**config.mk**
```make
export PLATFORM = sky130hd
export DESIGN_NAME = alien_march_controller
export DESIGN_NICKNAME = d
export VERILOG_FILES = /design/src/rtl/space_inv_pkg.sv /design/src/rtl/alien_march_controller_col_edge_finder.sv /design/src/rtl/alien_march_controller.sv
export SDC_FILE = /design/constraint.sdc
export NUM_CORES = 1
export LEC_CHECK = 0
export ABC_AREA = 1
export CAP_MARGIN = 20
export CORE_MARGIN = 3
export CORE_UTILIZATION = 35
export CTS_BUF_LIST = sky130_fd_sc_hd__clkbuf_8
export CTS_CLUSTER_DIAMETER = 30
export DETAILED_ROUTE_END_ITERATION = 7
export SLEW_MARGIN = 20
export SYNTH_ARGS = -nofsm -noshare
export SYNTH_HDL_FRONTEND = slang
export SYNTH_SLANG_ARGS = --single-unit
export TNS_END_PERCENT = 50
```
**constraint.sdc**
```tcl
create_clock -name Pclk -period 5.1 [get_ports Pclk]
set_input_delay 1.02 -clock Pclk [delete_from_list [all_inputs] [get_ports Pclk]]
set_output_delay 1.02 -clock Pclk [all_outputs]
set_load 0.05 [all_outputs]
```
**src/rtl/space_inv_pkg.sv**
```systemverilog
// Shared definitions for the space-invaders video blocks: march FSM states
// and 640x480 raster limits.
package space_inv_pkg;

    typedef enum logic [1:0] {
        IDLE    = 2'd0,
        MARCH   = 2'd1,
        LANDED  = 2'd2,
        CLEARED = 2'd3
    } state_t;

    localparam int unsigned H_ACTIVE = 640;
    localparam int unsigned V_ACTIVE = 480;
    localparam int unsigned H_LAST   = H_ACTIVE - 1;
    localparam int unsigned V_LAST   = V_ACTIVE - 1;

endpackage

```
**src/rtl/alien_march_controller_col_edge_finder.sv**
```systemverilog
// Combinational scan of the column alive mask: outermost living columns,
// living-column count and an any-alive flag.
module col_edge_finder #(
    parameter int unsigned N_COLS = 8,
    localparam int unsigned CW = (N_COLS > 1) ? $clog2(N_COLS) : 1,
    localparam int unsigned PW = $clog2(N_COLS + 1)
) (
    input  logic [N_COLS-1:0] col_alive,
    output logic [CW-1:0]     lcol,
    output logic [CW-1:0]     rcol,
    output logic [PW-1:0]     popcount,
    output logic              any_alive
);

    always_comb begin
        lcol     = '0;
        rcol     = '0;
        popcount = '0;
        // Ascending scan keeps the highest hit for rcol; the mirrored index
        // keeps the lowest hit for lcol.
        for (int unsigned i = 0; i < N_COLS; i++) begin
            if (col_alive[i]) begin
                rcol     = CW'(i);
                popcount = popcount + PW'(1);
            end
            if (col_alive[N_COLS-1-i]) begin
                lcol = CW'(N_COLS - 1 - i);
            end
        end
    end

    assign any_alive = |col_alive;

endmodule

```
**src/rtl/alien_march_controller.sv**
```systemverilog
// Alien formation march sequencer: frame-timed sideways steps, edge drops
// with reversal, speed-up as columns die, landing and wave-clear flags.
module alien_march_controller
    import space_inv_pkg::*;
#(
    parameter int unsigned N_COLS         = 8,
    parameter int unsigned COL_PITCH      = 40,
    parameter int unsigned ALIEN_W        = 31,
    parameter int unsigned FORM_H         = 100,
    parameter int unsigned START_X        = 135,
    parameter int unsigned START_Y        = 120,
    parameter int unsigned STEP_X         = 4,
    parameter int unsigned STEP_Y         = 16,
    parameter int unsigned X_MIN          = 4,
    parameter int unsigned X_MAX          = 634,
    parameter int unsigned LAND_Y         = 440,
    parameter int unsigned PERIOD_MIN     = 2,
    parameter int unsigned PERIOD_PER_COL = 2
) (
    input  logic              Pclk,
    input  logic              rst_n,
    input  logic [9:0]        xx,
    input  logic [9:0]        yy,
    input  logic              start,
    input  logic              enable,
    input  logic [N_COLS-1:0] col_alive,
    output logic [9:0]        form_x,
    output logic [9:0]        form_y,
    output logic              dir,
    output logic              step,
    output logic              drop,
    output logic              landed,
    output logic              cleared
);

    localparam int unsigned CW = (N_COLS > 1) ? $clog2(N_COLS) : 1;
    localparam int unsigned PW = $clog2(N_COLS + 1);

    localparam logic [10:0] PITCH11   = 11'(COL_PITCH);
    localparam logic [10:0] WIDTH11   = 11'(ALIEN_W);
    localparam logic [10:0] FORM_H11  = 11'(FORM_H);
    localparam logic [10:0] STEP_X11  = 11'(STEP_X);
    localparam logic [10:0] STEP_Y11  = 11'(STEP_Y);
    localparam logic [10:0] LEFT_LIM  = 11'(X_MIN + STEP_X);
    localparam logic [10:0] X_MAX11   = 11'(X_MAX);
    localparam logic [10:0] LAND_Y11  = 11'(LAND_Y);

    state_t      state, state_n;
    logic [7:0]  frame_cnt, frame_cnt_n;
    logic [9:0]  form_x_n, form_y_n;
    logic        dir_n, step_n, drop_n, landed_n, cleared_n;

    logic [CW-1:0] lcol, rcol;
    logic [PW-1:0] popcount;
    logic          any_alive;

    col_edge_finder #(.N_COLS(N_COLS)) u_edges (
        .col_alive (col_alive),
        .lcol      (lcol),
        .rcol      (rcol),
        .popcount  (popcount),
        .any_alive (any_alive)
    );

    logic        tick;
    logic [7:0]  period;
    logic [7:0]  cnt_inc;
    logic [10:0] left_edge, right_edge, new_y;
    logic        want_drop, will_land;

    assign tick       = (xx == 10'(H_LAST)) && (yy == 10'(V_LAST));
    assign period     = 8'(PERIOD_MIN) + 8'(popcount) * 8'(PERIOD_PER_COL);
    assign cnt_inc    = frame_cnt + 8'd1;
    assign left_edge  = {1'b0, form_x} + 11'(lcol) * PITCH11;
    assign right_edge = {1'b0, form_x} + 11'(rcol) * PITCH11 + WIDTH11;
    assign want_drop  = dir ? (right_edge + STEP_X11 > X_MAX11)
                            : (left_edge < LEFT_LIM);
    assign new_y      = {1'b0, form_y} + STEP_Y11;
    assign will_land  = (new_y + FORM_H11) >= LAND_Y11;

    always_ff @(posedge Pclk) begin
        if (!rst_n) begin
            state     <= IDLE;
            frame_cnt <= '0;
            form_x    <= 10'(START_X);
            form_y    <= 10'(START_Y);
            dir       <= 1'b1;
            step      <= 1'b0;
            drop      <= 1'b0;
            landed    <= 1'b0;
            cleared   <= 1'b0;
        end else begin
            state     <= state_n;
            frame_cnt <= frame_cnt_n;
            form_x    <= form_x_n;
            form_y    <= form_y_n;
            dir       <= dir_n;
            step      <= step_n;
            drop      <= drop_n;
            landed    <= landed_n;
            cleared   <= cleared_n;
        end
    end

    always_comb begin
        state_n     = state;
        frame_cnt_n = frame_cnt;
        form_x_n    = form_x;
        form_y_n    = form_y;
        dir_n       = dir;
        step_n      = 1'b0;
        drop_n      = 1'b0;
        landed_n    = landed;
        cleared_n   = cleared;

        unique case (state)
            IDLE: begin
                if (start) state_n = MARCH;
            end
            MARCH: begin
                // The clear check ignores enable so a dead wave is always noticed.
                if (tick) begin
                    if (!any_alive) begin
                        state_n   = CLEARED;
                        cleared_n = 1'b1;
                    end else if (enable) begin
                        if (cnt_inc >= period) begin
                            frame_cnt_n = '0;
                            if (want_drop) begin
                                form_y_n = new_y[9:0];
                                dir_n    = ~dir;
                                drop_n   = 1'b1;
                                if (will_land) begin
                                    state_n  = LANDED;
                                    landed_n = 1'b1;
                                end
                            end else begin
                                form_x_n = dir ? 10'(form_x + 10'(STEP_X))
                                               : 10'(form_x - 10'(STEP_X));
                                step_n   = 1'b1;
                            end
                        end else begin
                            frame_cnt_n = cnt_inc;
                        end
                    end
                end
            end
            default: ;
        endcase
    end

endmodule

```
==> impl_metrics.tcl <==
set metrics [dict create \
    cts-root-buf "clkbuf_8" \
    antenna_found_initial 0 \
    synth_ff_type "dfxtp_1" \
    syn_area_um2 3460 \
    fill_cells 914 \
    rr_worst_depth 14 \
    cts_tree "built" \
    numCtsBuffers 5 \
    drtPass1Iterations 4 \
    nNetsFinal 719 \
    critPathMaxStageDelay_ns 0.31 \
    drive_above_1_share_pct 24.3 \
    cap_violations 0 \
    clk_latency_ns 0.28 \
    ir_drop_mv 0.135 \
    ant_nets 0 \
    setup_ws_ns 0.145 \
    hold_violations 0 \
    critPathBufInv 5 \
    power.density_nw_per_um2 175 \
    cp_data_arrival_time_ns 5.12 \
    dp_cells 741 \
    first_global_vias 3570 \
    synth_edf_count 0 \
    fmax_mhz 202 \
    ios 57 \
    area_growth_pct 40.5 \
    reg2reg_to "form_y[5]" \
    crit_fanout 5 \
    crit_slowest_cell "ha_1" \
    post-route-period-util_pct 97.2 \
    grt_use_total_pct 15.8 \
    cts-hold-fix-buffers 0 \
    hold_depth 2 \
    fin_skew_ns 0.00976 \
    setup_violations 0 \
    endpoint_kind "register" \
    gr-total-overflow 0 \
    final_cells 763 \
    yosysSeqAreaShare_pct 16.8 \
    cpLargestDelayFamily "simple AND/OR/NAND/NOR gates" \
    hp-start "landed" \
    p_leak_nw 2.45 \
    fp-row-count 35 \
    final_common_cell "nand2_1" \
    synthArstFlopShare_pct 0 \
    rsz0062_at_grt "yes" \
    final_cell_mix "nand2_1 (94), inv_1 (72), buf_4 (50)" \
    clockBufferDepth 2 \
    clk_pin_slew_worst_paths_ns 0.06 \
    start_util_pct 36.8 \
    max_slew_margin_pct 58.6 \
    grt_max_degree 18 \
    synthCells 529 \
    slew_viol_final 0 \
    yosys_register_bits 29 \
    die_width_um 105 \
    tightest_slew_ns 0.619 \
    grt_pass1_wl_um 15200 \
    gp_congestion 0.787 \
    r2r_slack_ns 2.23 \
    min_to "landed" \
    die_area_um2 11100 \
    fin_util_pct 51.6 \
    core_um2 9420 \
    vias_per_cell 4.73 \
    period_needed_ns 4.96 \
    portBuffers 50 \
    critical_path_class "primary input to register" \
    syn_avg_cell_area_um2 6.54 \
    crit_required_ns 5.27 \
    drt_iter0_markers 101 \
    synth_warnings 0 \
    preCtsSetupSlack_ns -0.863 \
    cts_sinks 29 \
    regToRegStartpoint "form_x[3]" \
    dp_hpwl_um 6860 \
    wl_um 8710 \
    crit_path_frequent_cell "nand2_2" \
    antenna_cells 0 \
    h-tree-depth 2 \
    synth_cell_type_count 41 \
    wire_per_inst_um 11.4 \
    die_y_um 105 \
    startpoint_type "primary input" \
    vias 3612 \
    drc 0 \
    hold_class "register to register" \
    status "complete, no violations" \
]
[sequential cells by signal, summed over array words and instances (netlist names)]
name       cells
cleared        1
landed         1
state          2
step           1
frame_cnt      8
dir            1
form_y         6
form_x         8
drop           1
[synthesized netlist by cell type, types with 2 or more instances]
| cell type | count | share of area [%] |
|---|---|---|
| a211oi_1 | 3 | 0.65 |
| a21oi_1 | 33 | 4.8 |
| buf_2 | 3 | 0.43 |
| buf_4 | 7 | 1.5 |
| conb_1 | 2 | 0.22 |
| dfxtp_1 | 29 | 17 |
| fa_1 | 3 | 1.7 |
| ha_1 | 51 | 18 |
| inv_1 | 80 | 8.7 |
| inv_2 | 3 | 0.33 |
| mux2i_1 | 2 | 0.58 |
| nand2_1 | 106 | 11 |
| nand2_2 | 20 | 3.6 |
| nand2_4 | 6 | 2.0 |
| nand3_1 | 42 | 6.1 |
| nand3_2 | 2 | 0.58 |
| nand3b_1 | 4 | 0.87 |
| nand4_1 | 17 | 3.1 |
| nor2_1 | 48 | 5.2 |
| nor2_2 | 4 | 0.72 |
| nor3_1 | 4 | 0.58 |
| nor4_1 | 2 | 0.36 |
| o211ai_1 | 3 | 0.65 |
| o21ai_0 | 22 | 3.2 |
| o21ai_1 | 5 | 0.72 |
| xnor2_1 | 4 | 1.0 |
| xor2_1 | 10 | 2.5 |
[worst max-delay path by stage]
stage | from | to | cells after the start
after CTS | col_alive[1] | form_x[9] | 34
after global routing | col_alive[1] | form_x[9] | 36
after floorplan | col_alive[1] | form_x[9] | 34
final | col_alive[1] | form_x[9] | 36
after detailed placement | col_alive[0] | form_y[7] | 34
after global placement | col_alive[0] | form_y[8] | 34
[timing repair]
action / 4_1_cts / 5_1_grt
hold endpoints to repair: 0 / 0
endpoints found under the setup margin: 26 / 26
setup buffers: 11 / 2
gates cloned: 0 / 1
pin swaps: 15 / 41
resized for setup: 26 / 61
[logic make-up (layout without fill, tap and decap cells)]
group,Yosys count,in the layout,share of synthesized area (%)
buf+inv,95,195,11.2
simple gates,261,262,36.1
mux,2,2,0.578
xor+xnor,14,14,3.54
fa+ha+maj,54,54,20.2
other cells,2,6,0.217
compound gates,72,72,11.4
flops,29,29,16.8
[stage by stage]
step	total power [mW]	hold WS [ns]	setup TNS, ns	area, um2
after global placement	0.538	0.455	-16.79	4390
after floorplan	0.440	0.446	0	3490
after CTS	0.818	0.472	0	4640
final	0.852	0.471	0	4860
after global routing	0.917	0.499	-1.84	4860
after detailed placement	0.544	0.461	-19.90	4390
[per-layer routing]
metal | up-vias | GRT usage, % | share of wire, %
li1 | 1928 | - | -
met1 | 1623 | 20.1 | 47
met2 | 53 | 28.4 | 50
met3 | 8 | 2.33 | 2.6
met4 | 0 | 2.81 | 0.75
met5 | - | 0 | 0
[worst min-delay path, delay by kind of cell, from the launching register on]
family / cells / cell delay, ns
AO/OA/AOI/OAI: 1 / 0.05
buffers and inverters: 1 / 0.05
flip-flops: 1 / 0.33
[final cells by class]
cell class	count	area, um2	share of cell area, %
Multi-Input combinational cell	410	2750	56.5
Timing Repair Buffer	104	928	19.1
Sequential cell	29	581	11.9
Inverter	83	324	6.66
Tap cell	129	161	3.32
Clock buffer	6	82.6	1.70
Clock inverter	2	37.5	0.772
[power by group]
group	internal [mW]	switching [mW]	total (mW)	leakage [nW]
clock	0.159	0.0867	0.245	0.0574
combinational	0.177	0.200	0.376	2.16
sequential	0.228	0.00153	0.230	0.234
total	0.564	0.288	0.852	2.45
(Power assumes the default switching activity.)
